**src/rtl/alu_unit.sv**
```systemverilog
// 16-bit add/sub ALU built on a nibble-serial 4-bit adder (LSB nibble first),
// with a level start/done handshake and registered result and flags.
module alu_unit (
  input  logic        clk,
  input  logic        reset,
  input  logic        alu_start,
  input  logic        alu_op,
  input  logic        immediate,
  input  logic [15:0] rs1_data,
  input  logic [15:0] rs2_data,
  input  logic [15:0] sgnext_imm,
  output logic [15:0] alu_result,
  output logic        alu_done,
  output logic        alu_busy,
  output logic        alu_carry,
  output logic        alu_overflow,
  output logic        alu_zero
);

  typedef enum logic [1:0] {
    IDLE = 2'd0,
    CALC = 2'd1,
    DONE = 2'd2
  } state_t;

  function automatic logic [4:0] nib_add(input logic [3:0] a, input logic [3:0] b,
                                         input logic ci);
    nib_add = {1'b0, a} + {1'b0, b} + {4'b0000, ci};
  endfunction

  state_t      state_q, state_d;
  logic [15:0] a_q, a_d;
  logic [15:0] b_q, b_d;
  logic [11:0] sum_q, sum_d;
  logic [1:0]  cnt_q, cnt_d;
  logic        cin_q, cin_d;
  logic [15:0] result_q, result_d;
  logic        carry_q, carry_d;
  logic        ovf_q, ovf_d;
  logic        zero_q, zero_d;
  logic        done_q, done_d;
  logic        busy_q, busy_d;

  logic [4:0]  nib_s;
  logic [15:0] res_s;
  logic [15:0] bsel_s;

  assign nib_s  = nib_add(a_q[3:0], b_q[3:0], cin_q);
  assign res_s  = {nib_s[3:0], sum_q};
  assign bsel_s = immediate ? sgnext_imm : rs2_data;

  // Next-state, operand shifting and result/flag capture.
  always_comb begin
    state_d  = state_q;
    a_d      = a_q;
    b_d      = b_q;
    sum_d    = sum_q;
    cnt_d    = cnt_q;
    cin_d    = cin_q;
    result_d = result_q;
    carry_d  = carry_q;
    ovf_d    = ovf_q;
    zero_d   = zero_q;
    case (state_q)
      IDLE: begin
        if (alu_start) begin
          a_d     = rs1_data;
          b_d     = alu_op ? ~bsel_s : bsel_s;
          cin_d   = alu_op;
          cnt_d   = 2'd0;
          sum_d   = 12'h000;
          state_d = CALC;
        end else begin
          state_d = IDLE;
        end
      end
      CALC: begin
        a_d   = {4'h0, a_q[15:4]};
        b_d   = {4'h0, b_q[15:4]};
        sum_d = {nib_s[3:0], sum_q[11:4]};
        cin_d = nib_s[4];
        cnt_d = cnt_q + 2'd1;
        if (cnt_q == 2'd3) begin
          // On the last nibble a_q[3]/b_q[3] are the sign bits of A and B'.
          result_d = res_s;
          carry_d  = nib_s[4];
          ovf_d    = (a_q[3] == b_q[3]) && (nib_s[3] != a_q[3]);
          zero_d   = (res_s == 16'h0000);
          state_d  = DONE;
        end else begin
          state_d = CALC;
        end
      end
      DONE: begin
        if (!alu_start) begin
          state_d = IDLE;
        end else begin
          state_d = DONE;
        end
      end
      default: begin
        state_d = IDLE;
      end
    endcase
    busy_d = (state_d == CALC);
    done_d = (state_d == DONE);
  end

  // State and output registers.
  always_ff @(posedge clk or negedge reset) begin
    if (!reset) begin
      state_q  <= IDLE;
      a_q      <= 16'h0000;
      b_q      <= 16'h0000;
      sum_q    <= 12'h000;
      cnt_q    <= 2'd0;
      cin_q    <= 1'b0;
      result_q <= 16'h0000;
      carry_q  <= 1'b0;
      ovf_q    <= 1'b0;
      zero_q   <= 1'b0;
      done_q   <= 1'b0;
      busy_q   <= 1'b0;
    end else begin
      state_q  <= state_d;
      a_q      <= a_d;
      b_q      <= b_d;
      sum_q    <= sum_d;
      cnt_q    <= cnt_d;
      cin_q    <= cin_d;
      result_q <= result_d;
      carry_q  <= carry_d;
      ovf_q    <= ovf_d;
      zero_q   <= zero_d;
      done_q   <= done_d;
      busy_q   <= busy_d;
    end
  end

  assign alu_result   = result_q;
  assign alu_done     = done_q;
  assign alu_busy     = busy_q;
  assign alu_carry    = carry_q;
  assign alu_overflow = ovf_q;
  assign alu_zero     = zero_q;

endmodule
```
**config.mk**
```make
export PLATFORM = sky130hd
export DESIGN_NAME = alu_unit
export DESIGN_NICKNAME = d
export VERILOG_FILES = /design/src/rtl/alu_unit.sv
export SDC_FILE = /design/constraint.sdc
export NUM_CORES = 1
export LEC_CHECK = 0
export ABC_AREA = 1
export CORE_MARGIN = 1
export CORE_UTILIZATION = 34
export CTS_CLUSTER_SIZE = 10
export DETAILED_ROUTE_END_ITERATION = 10
export GPL_TIMING_DRIVEN = 0
export PLACE_DENSITY_LB_ADDON = 0.25
export SLEW_MARGIN = 0
export SYNTH_ARGS = -nofsm -noshare
export SYNTH_HDL_FRONTEND = slang
export SYNTH_SLANG_ARGS = --single-unit
```
**constraint.sdc**
```tcl
create_clock -name clk -period 2.8 [get_ports clk]
set_clock_uncertainty 0.05 [all_clocks]
set_input_delay 0.42 -clock clk [delete_from_list [all_inputs] [get_ports clk]]
set_output_delay 0.42 -clock clk [all_outputs]
set_load 0.01 [all_outputs]
```
==> results summary, run 1 <==
Clock tree synthesis inserted a total of 9 buffers. The die covers ~11000 sq um. The warning count from the yosys run is 0. The detailed placement HPWL came out at ~5.5 mm.

Counting cells, the worst reg-to-reg path comes to 9. The total chip power is slightly above 5 mW. Yosys attributes the largest share of cell area to sky130_fd_sc_hd__dfrtp_1 51%, sky130_fd_sc_hd__nand2_1 9.7%, sky130_fd_sc_hd__inv_1 6.2%, sky130_fd_sc_hd__o22ai_1 4.3%, sky130_fd_sc_hd__o21ai_2 3.5%. The final max-slew violation count came out at 0. After the flow finishes, the layout carries non-filler instances totaling 606. The first-pass GRT wire length is 12.5 mm. The number of failing setup endpoints in the final timing report is 0. The clock input transition at the sequential cells of the worst setup and hold paths is 80 ps. The post-cts resize count is 0. The global route total overflow is 0. The row count came out at 36. The clock passes through at most 2 buffers. The post-synthesis sequential area ratio came out at about half.

The pin count of the biggest net entering global routing came out at between 70 and 80. STA classifies the critical path startpoint as a flop. The kind of cell with the highest combined delay along the critical path is adder cells. The worst register-to-register path ends at alu_zero. The critical path's largest stage delay came out at about 580 ps. The area of the core is between 9000 and 10000 sq um. The number of post-CTS setup repair buffers is 0. After synthesis the cells add up to between 3000 and 4000 sq um.

The number of antenna diodes in the final layout is 0. The worst setup path is captured at a flop. Clock tree synthesis selected as its root buffer the cell sky130_fd_sc_hd__clkbuf_8.

Of the cells placed in the final design, the portion with a size suffix greater than 1 is 13.1%. After synthesis, the share of flip-flops with an asynchronous set or reset is 100%. The most repeated cell in the gate-level netlist after synthesis is sky130_fd_sc_hd__nand2_1. The dominant cell type by area after synthesis is sky130_fd_sc_hd__dfrtp_1.

The reported leakage power came out at ~2.2 nW. The layout overhead on the synthesized area came out at 32.2%. The combined global-route utilization of all metal layers came out at about 16%.

The die boundary height came out at slightly above 100 microns. Setup repair after global routing left no endpoint under its margin. The highest clock rate is a little over 500 MHz.

In this run, placement finished with an instance count of 590. The number of antenna violations at the first check in global routing is 0. The run finished with clean final reports. The worst register-to-register path begins at a_q[0]. Dividing the detail-routed wire length by the instance count gives around 13 microns.

Among all stages on the critical path, the largest delay is contributed by sky130_fd_sc_hd__fa_1. Among all flip-flop cells after synthesis, the most frequent one is sky130_fd_sc_hd__dfrtp_1. In the synthesized netlist, the number of instances is a little under 400.

The DRC violation total after the first TritonRoute iteration is 73. The largest vdd supply drop came out at approximately 0.5 mV. The critical path goes through inv_1 -> fa_1 -> fa_1 -> nand2_1 -> nor2_1 -> nand2_1 -> nor2_1 -> nand2_1 -> nand2_1. The number of nets in the synthesized netlist is 444. The number of placed I/O pins is 74. The number of distinct library cell variants in the gate-level netlist after synthesis is 29. The remaining routing DRC violations is 0. The post-route antenna net violation count came out at 0. The number of buffers inserted by hold repair at cts is 0. The final count of hold timing violations came out at 0. The routed via count came out at approximately 2700. The die width came out at approximately 100 microns. The via count of the first global-routing pass was 2703.

The type of the worst setup path is reg2reg. The clock insertion delay at the later pin of the skew report came out at 350 ps. Using the TritonRoute via totals, the vias-per-cell ratio works out to around 4.5. The period utilization is 70.4%.

The area share of the largest cell type after synthesis came out at roughly half. In this design, the critical path's most frequently occurring cell is sky130_fd_sc_hd__nand2_1. TritonCTS built the clock tree. For this design the ratio of total power to cell area is 1110 nW/um^2. The end-of-flow core utilization came out at a little under half.

The path class of the tightest hold or removal check is in2async. The data arrival time of the critical path came out at 2220 ps. The worst path required time came out at roughly 3000 ps. The clock sink count came out at 70. In this run the tightest slew margin relative to its limit is around two fifths. The count of TritonRoute iterations in the first routing pass came out at 4. Wires add up to approximately 7.6 mm. In this run the worst path has a maximum fanout of 3. The synthesis-stage register bit count is 70. The average cell area after synthesis is 8.97 sq um.

The actual slew at the worst max-slew pin came out at about 900 ps. The final weighted congestion in routability-driven placement came out at between 0.8 and 0.9. The number of fillers in the final layout is around 1000.

The count of buffers added on input and output ports is a little over 70. The starting density of the core is a little over a third. The CTS H-tree depth is 3.

Sorting the synthesized cells by how often they occur yields 89 x sky130_fd_sc_hd__nand2_1, 70 x sky130_fd_sc_hd__dfrtp_1, 57 x sky130_fd_sc_hd__inv_1, 24 x sky130_fd_sc_hd__o22ai_1, 18 x sky130_fd_sc_hd__nor2_1. The net count of the finished layout is roughly 530. Yosys mapped a number of flops with a built-in enable equal to 0.

The register-to-register setup slack is between 800 and 900 ps. The shortest clock period the worst path allows after layout came out at roughly 2000 ps. The number of buffers and inverters on the critical path is 1.

The number of max-capacitance violations reported is 0. Hold timing on the final database bottoms out at a slack of around 110 ps.
-- through the flow --
stage                     setup WS (ps)  TNS [ps]  cell area, sq um
final                               828         0              4570
after global routing                686         0              4570
after CTS                           827         0              4570
after detailed placement            849         0              4340
after global placement            -1150    -80290              4340
after floorplan                     989         0              3450
-- area by class of cell --
| cell class | instances | area (sq um) | area share, % |
|---|---|---|---|
| sequential | 70 | 1750 | 38.3 |
| multi-input combinational | 237 | 1340 | 29.4 |
| timing repair buffer | 72 | 718 | 15.7 |
| inverter | 60 | 228 | 4.98 |
| tap | 133 | 166 | 3.64 |
| buffer | 18 | 131 | 2.88 |
| clock buffer | 9 | 124 | 2.71 |
| clock inverter | 7 | 105 | 2.30 |
-- where the power goes --
part	total [mW]	leakage, nW	switching [mW]	internal (mW)
Sequential	1.71	0.882	0.239	1.47
Clock	0.940	0.112	0.424	0.515
Combinational	2.41	1.18	1.37	1.04
-- routing by layer --
layer / global-route usage, % / routed length, microns / share of wire, % / vias up
met1: 19.3 / 3600 / 47 / 1249
met5: 0 / 0 / 0 / -
li1: - / - / - / 1404
met2: 27.2 / 3630 / 47 / 78
met4: 3.79 / 45 / 0.59 / 0
met3: 4.27 / 365 / 4.8 / 4
-- flip-flops by register name, indices dropped and copies added (netlist names) --
signal and count:
state_q 2, alu_done 1, alu_overflow 1, alu_zero 1, cin_q 1, alu_busy 1
cnt_q 2, sum_q 12, a_q 16, alu_carry 1, alu_result 16, b_q 16
-- layout by cell type, fill, tap and decap left out --
cell type                         Yosys  routed
sky130_fd_sc_hd__a21boi_0             1       1
sky130_fd_sc_hd__a21oi_1             16      16
sky130_fd_sc_hd__a21oi_2              6       6
sky130_fd_sc_hd__a22o_1               5       5
sky130_fd_sc_hd__buf_1                1       1
sky130_fd_sc_hd__buf_2                9       9
sky130_fd_sc_hd__buf_4                2       3
sky130_fd_sc_hd__buf_6                6       6
sky130_fd_sc_hd__bufinv_16            0       2
sky130_fd_sc_hd__clkbuf_8             0       9
sky130_fd_sc_hd__clkdlybuf4s50_1      0      71
sky130_fd_sc_hd__clkinv_4             0       1
sky130_fd_sc_hd__clkinvlp_4           0       1
sky130_fd_sc_hd__dfrtp_1             70      70
sky130_fd_sc_hd__fa_1                 2       2
sky130_fd_sc_hd__ha_1                 4       4
sky130_fd_sc_hd__inv_1               57      57
sky130_fd_sc_hd__inv_2                2       2
sky130_fd_sc_hd__inv_4                1       1
sky130_fd_sc_hd__inv_6                0       2
sky130_fd_sc_hd__inv_8                0       1
sky130_fd_sc_hd__nand2_1             89      89
sky130_fd_sc_hd__nand2_4              3       3
sky130_fd_sc_hd__nand3_1              5       5
sky130_fd_sc_hd__nand4_1              1       1
sky130_fd_sc_hd__nor2_1              18      18
sky130_fd_sc_hd__nor2_2               1       1
sky130_fd_sc_hd__nor2_4               1       1
sky130_fd_sc_hd__o211ai_1             3       3
sky130_fd_sc_hd__o21a_1               5       5
sky130_fd_sc_hd__o21ai_0             14      14
sky130_fd_sc_hd__o21ai_1              9       9
sky130_fd_sc_hd__o21ai_2             14      14
sky130_fd_sc_hd__o22ai_1             24      24
sky130_fd_sc_hd__o31ai_1              2       2
sky130_fd_sc_hd__xor2_1              14      14
-- cells by family after synthesis --
group	share of synthesized area, %
xor+xnor	3.55
simple gates	14.0
buf+inv	10.4
flops	50.7
compound gates	18.7
fa+ha+maj	2.61
-- worst max path at each step --
stage,start,to,slack (ps),cells past startpoint
after floorplan,a_q[0],alu_zero,990,9
after global placement,reset,b_q[13],-1150,1
after detailed placement,a_q[0],alu_zero,850,9
after CTS,a_q[0],alu_zero,830,9
after global routing,b_q[0],alu_zero,690,9
final,a_q[0],alu_zero,830,9
(Power assumes the default switching activity.)
==> inputs of run 2 (changes only) <==
==> constraint.sdc (replaced) <==
create_clock -name clk -period 1.65 [get_ports clk]
set_clock_uncertainty 0.05 [all_clocks]
set_input_delay 0.2475 -clock clk [delete_from_list [all_inputs] [get_ports clk]]
set_output_delay 0.2475 -clock clk [all_outputs]
set_load 0.01 [all_outputs]
==> results summary, run 2 (synthesis gave the netlist of run 1 again) <==
The final weighted congestion in routability-driven placement is between 0.8 and 0.9. The first-pass GRT wire length came out at about 13 mm. The number of CTS-inserted buffers is 9. The worst-case clock buffer depth is 2. In the global route stage, met1 resource usage came out at between 10% and 20%. The DRC violation total after the first TritonRoute iteration is 93.

The clock sink count came out at 70. After floorplanning, the core was sized to cover 9820 sq um. Pin placement for this block handled 74 I/O pins.

The worst path in the final design needs a cycle of 1830 ps, including I/O delays and setup. The count of cells in the finished layout, fillers not included, comes to approximately 600. The die covers 10600 sq um. The clock insertion delay at the later pin of the skew report is 350 ps. The worst path required time is approximately 1900 ps. The path type of the worst min-delay path is in2reg. Global routing used roughly 3.7% of the available met3 tracks.

The checks that failed: setup timing. The highest clock rate is 547 MHz. The post-route setup TNS came out at -377 ps. The combined global-route utilization of all metal layers is roughly 16%. The routed via count came out at between 2000 and 3000. The end-of-flow core utilization is 47.0%. Setup repair after global routing could not meet its margin everywhere. In this run the remaining antenna-violating nets after routing total 0. The final critical path takes up 111% of the cycle. The final count of hold timing violations came out at 0. The number of max-capacitance violations reported came out at 0. The worst setup path is captured at a flop. Fill cells in the final layout number just over 1000. The worst hold margin is roughly 230 ps. For this run, the detailed router's first-pass iteration total came to 8. At the pin with the least slew margin, the transition time is slightly below 900 ps. The total placed cells including tap cells came out at 590. Clock-pin slew was measured on the worst setup and hold paths at 80 ps.

The pin count of the biggest net entering global routing came out at 71. For this configuration, the core starts out at a cell density of a little over a third. Clock tree synthesis selected as its root buffer the cell sky130_fd_sc_hd__clkbuf_8. Data on the critical path arrives at its endpoint at ~2100 ps. Setup violations remaining at the end of the flow were counted as 6. The final max-slew violation count came to 0. The number of antenna violations at the first check in global routing is 0. The net count of the finished layout is between 500 and 600.

In the layout the commonest cells are 89 x sky130_fd_sc_hd__nand2_1, 71 x sky130_fd_sc_hd__clkdlybuf4s50_1, 70 x sky130_fd_sc_hd__dfrtp_1. Dividing the detail-routed wire length by the instance count gives around 12 microns. The row count came out at 36. The worst setup path is of the reg2reg kind. The largest driver fanout on the critical path is 2. The flow ran to the end, but the final reports show violations. The die boundary height is roughly 100 microns. The layout overhead on the synthesized area is 33.6%. The category of the worst setup path launch point is a flop. In this run the static leakage power is ~2.2 nW. The area taken by multi-input logic gates is 1370 sq um. The ratio of routed vias to standard cells came out at approximately 4.6. The highest-utilization routing layer at the global route stage is met2.

The number of inserted diodes is 0. After global routing the overflow that remains totals 0. The worst relative slew slack came out at between 40% and 50%. The remaining routing DRC violations is 0.

The fraction of final layout cells with drive strength greater than 1 came out at approximately 15%. The via count of the first global-routing pass came out at ~2700. Global routing consumed, on the met2 layer, around 27% of the routing resources.

The CTS H-tree depth is 3. The area of all sequential standard cells came out at 1750 sq um. The library cell used most frequently in the layout, excluding fill and tap cells, is sky130_fd_sc_hd__nand2_1. Once routing completed, OpenROAD measured the worst setup slack at -179 ps. Summed over all nets, the half-perimeter wirelength after detailed placement is 5.50 mm. The die width came out at between 100 and 150 microns. TritonCTS built the clock tree. The largest vdd supply drop is roughly 0.70 mV. In this run the power density over the cells is approximately 1900 nW/um^2.

The post-detailed-routing wire length is about 7.6 mm. The count of buffers inserted at the top-level ports is 72.
==> run 2: cell count changes in the layout (fill, tap and decap cells not counted), moves of 2 or more <==
cell	previous run	this run
sky130_fd_sc_hd__buf_4	3	6
sky130_fd_sc_hd__clkbuf_8	9	11
sky130_fd_sc_hd__clkinv_2	0	2
sky130_fd_sc_hd__fa_1	2	0
sky130_fd_sc_hd__fa_2	0	2
==> run 2: critical path, cell delays in order (launching register included) <==
cell and delay (ps):
sky130_fd_sc_hd__dfrtp_1 340, sky130_fd_sc_hd__inv_2 50, sky130_fd_sc_hd__fa_2 400, sky130_fd_sc_hd__fa_2 550
sky130_fd_sc_hd__nand2_1 50, sky130_fd_sc_hd__nor2_1 80, sky130_fd_sc_hd__nand2_1 60, sky130_fd_sc_hd__nor2_1 80
sky130_fd_sc_hd__nand2_1 70, sky130_fd_sc_hd__nand2_1 50
==> run 2: timing repair <==
action,in CTS,in global routing
pin swaps,1,1
hold buffers,1,0
endpoints found under the hold margin,38,0
buffers inserted,2,2
gates resized for setup,4,2
gates cloned,0,0
setup endpoints to repair,6,9
==> run 2: path summary, 6_finish.rpt <==
path                                    start  cells past startpoint  slack, ps             to
worst max-delay path                    cin_q                      9       -180       alu_zero
worst min-delay path                   alu_op                      4        230         b_q[0]
worst max register to register          cin_q                      9       -180       alu_zero
worst min register to register  alu_result[5]                      2        430  alu_result[5]
max in group asynchronous               reset                      2        460         b_q[9]
min in group asynchronous               reset                      2        490       alu_zero
==> run 2: where the power goes <==
| group | total [mW] | switching, mW | internal, mW | leakage [nW] |
|---|---|---|---|---|
| sequential | 2.91 | 0.409 | 2.50 | 0.882 |
| combinational | 4.33 | 2.40 | 1.93 | 1.20 |
| clock | 1.43 | 0.653 | 0.780 | 0.106 |
==> run 2: routing by layer <==
layer | routed length, microns | part of all wire, %
met1 | 3530 | 46
met3 | 322 | 4.2
met5 | 0 | 0
met4 | 109 | 1.4
met2 | 3660 | 48
==> run 2: cell type report <==
| class | instances | area share (%) |
|---|---|---|
| clock inverters | 5 | 1.22 |
| plain buffers | 18 | 2.85 |
| clock buffers | 11 | 3.28 |
| inverters | 60 | 4.93 |
| multi-input cells | 237 | 29.6 |
| flip-flops and latches | 70 | 38.0 |
| repair buffers | 77 | 16.5 |
| well taps | 133 | 3.61 |
==> run 2: stage by stage <==
step / area (sq um) / setup slack, ps / power, mW
global placement: 4340 / -2130 / 6.93
detailed placement: 4340 / -241 / 7.06
floorplan: 3460 / -117 / 5.72
CTS: 4590 / -187 / 8.65
global route: 4610 / -303 / 9.42
finish: 4610 / -179 / 8.68
==> inputs of run 3 (changes only) <==
--- a/config.mk
+++ b/config.mk
@@ -7,7 +7,7 @@
 export LEC_CHECK = 0
 export ABC_AREA = 1
 export CORE_MARGIN = 1
-export CORE_UTILIZATION = 34
+export CORE_UTILIZATION = 35
 export CTS_CLUSTER_SIZE = 10
 export DETAILED_ROUTE_END_ITERATION = 10
 export GPL_TIMING_DRIVEN = 0
==> results summary, run 3 (synthesis gave the netlist of run 1 again) <==
The power per standard cell area came out at 1920 nW/um^2. In the post-route analysis, the smallest setup slack over all paths is -187 ps. The final max-slew violation count came out at 0.

The area of the core is ~9400 sq um. The clock reaches the later pin of the worst-skew pair after approximately 340 ps. The final count of hold timing violations came out at 68. Counting the fill cells in the layout gives approximately 900.

The post-route non-filler standard cell count is around 600. The die is between 100 and 150 microns tall. The ratio of routed vias to standard cells is between 4 and 5.

The total overflow left after global routing is 0. The worst hold margin is -28.2 ps. Wires add up to 7.51 mm. In this run the horizontal extent of the chip is between 100 and 150 microns. The largest vdd supply drop came out at slightly below 0.9 mV. The reported leakage power is between 2 and 2.5 nW.

The row count came out at 35. The area enclosed by the die boundary came out at ~10000 sq um. The number of buffers inserted by hold repair at cts is 0. In the layout the commonest cells are 88 x sky130_fd_sc_hd__nand2_1, 71 x sky130_fd_sc_hd__clkdlybuf4s50_1, 70 x sky130_fd_sc_hd__dfrtp_1. The first detailed-routing pass took 4 iterations. For the worst setup path, the data arrival time is between 2000 and 2500 ps. The post-route antenna net violation count came out at 0. The HPWL after detailed placement is about 5.4 mm. The number of max-capacitance violations reported came out at 0. The setup slack at placement is -231 ps. Setup repair after global routing could not meet its margin everywhere. In the final routed layout, each cell accounts on average for 12.3 microns. The net count of the finished layout is approximately 530. The met2 layer usage reported by global route is roughly 28%. In the global route stage, met3 resource usage came out at 4.97%. For this block, the via count after detailed routing is ~2800. The shortest clock period the worst path allows after layout came out at around 1800 ps.

The largest driver fanout on the critical path is 2. After layout, the worst path uses 111% of the clock period. Global routing used between 15 and 20% of the available tracks across all layers.

The starting density of the core is between 30 and 40%. The worst path required time is 1880 ps. The tree built by TritonCTS fans out to 70 sinks. The count of buffers inserted at the top-level ports is 72. The highest clock rate is 544 MHz. The final reports fail on hold timing, setup timing. Routability-driven placement finished with a final weighted congestion of 0.795. TritonCTS built the clock tree. The number of inserted diodes is 0. between 70 and 80 I/O pins were placed. The tree is rooted in a sky130_fd_sc_hd__clkbuf_8. The commonest non-fill, non-tap cell in the layout is sky130_fd_sc_hd__nand2_1. The total chip power is between 8 and 9 mW. The category of the worst setup path launch point is a flop. The worst-case clock buffer depth is 2. The fraction of final layout cells with drive strength greater than 1 is between 10% and 20%. The type of element capturing the critical path is a flop. Clock-pin slew was measured on the worst setup and hold paths at roughly 70 ps. The number of antenna violations at the first check in global routing is 0. The via count of the first global-routing pass is roughly 2800. The path type of the worst min-delay path is in2async. The run finished, with violations left. The layout overhead on the synthesized area is 34.4%.

Buffers inserted during clock tree synthesis total 9. The type of the worst setup path is reg2reg. The actual slew at the worst max-slew pin is ~870 ps. The CTS H-tree depth came out at 3. The worst relative slew slack is 42.2%. The number of failing setup endpoints in the final timing report is 9. The first-pass GRT wire length came out at about 13 mm. met2 is the most crowded layer. The first routing iteration left 93 violations. Counting tap cells, the placed design contains a total of approximately 600 instances. After detailed routing, the number of remaining DRC violations is 0. The met1 layer usage reported by global route came out at slightly below 20%. The pin count of the biggest net entering global routing is 71.
run 3: cell types whose count changed in the layout (fill, tap and decap cells not counted), sizes merged:
cell	change
bufinv	+1
clkinvlp	+1
clkbuf	-1
dlygate4sd3	-1
inv	-1
buf	+3
run 3: worst max-delay path, stage by stage (launching register included):
cell                      delay, ps
sky130_fd_sc_hd__dfrtp_1        350
sky130_fd_sc_hd__inv_2           50
sky130_fd_sc_hd__fa_2           400
sky130_fd_sc_hd__fa_2           540
sky130_fd_sc_hd__nand2_1         50
sky130_fd_sc_hd__nor2_1          80
sky130_fd_sc_hd__nand2_1         60
sky130_fd_sc_hd__nor2_1          80
sky130_fd_sc_hd__nand2_1         60
sky130_fd_sc_hd__nand2_1         50
run 3: area by class of cell:
class,instances,area (sq um),area share (%)
inverter,60,228,4.90
tap,129,161,3.48
buffer,18,131,2.83
timing repair buffer,79,778,16.8
clock inverter,6,85.1,1.83
sequential,70,1750,37.7
clock buffer,10,138,2.96
multi-input combinational,237,1370,29.5
run 3: what timing repair did:
action,4_1_cts,5_1_grt
endpoints found under the setup margin,6,10
buffers inserted,3,4
pin swaps,2,2
gates resized for setup,2,6
run 3: metal layers:
| layer | vias to the layer above | part of all wire, % |
|---|---|---|
| li1 | 1417 | - |
| met1 | 1298 | 46 |
| met2 | 67 | 49 |
| met3 | 4 | 4.2 |
| met4 | 0 | 0.79 |
| met5 | - | 0 |
run 3: path summary, 6_finish.rpt:
path,cells after the start,slack (ps),from,end
setup reg to reg,9,-190,cin_q,alu_zero
max in group asynchronous,1,1020,reset,b_q[9]
setup / recovery,9,-190,cin_q,alu_zero
hold reg to reg,2,430,alu_carry,alu_carry
hold / removal,1,-30,reset,alu_result[8]
min in group clk,4,220,alu_op,b_q[5]
run 3: report_power, final:
part	switching [mW]	internal, mW
registers	0.403	2.50
logic	2.43	2.05
clock network	0.639	0.886
total	3.47	5.44
run 3: per-stage QoR:
step / hold slack [ps] / area, sq um / setup TNS [ps] / utilization, %
after floorplan: -98.1 / 3460 / -145 / -
after global placement: 413 / 4340 / -148560 / 46.1
after detailed placement: 378 / 4340 / -1510 / 46.1
after CTS: 1.07 / 4590 / -484 / 48.7
after global routing: 31.4 / 4640 / -1650 / 49.3
final: -28.2 / 4640 / -755 / 49.3
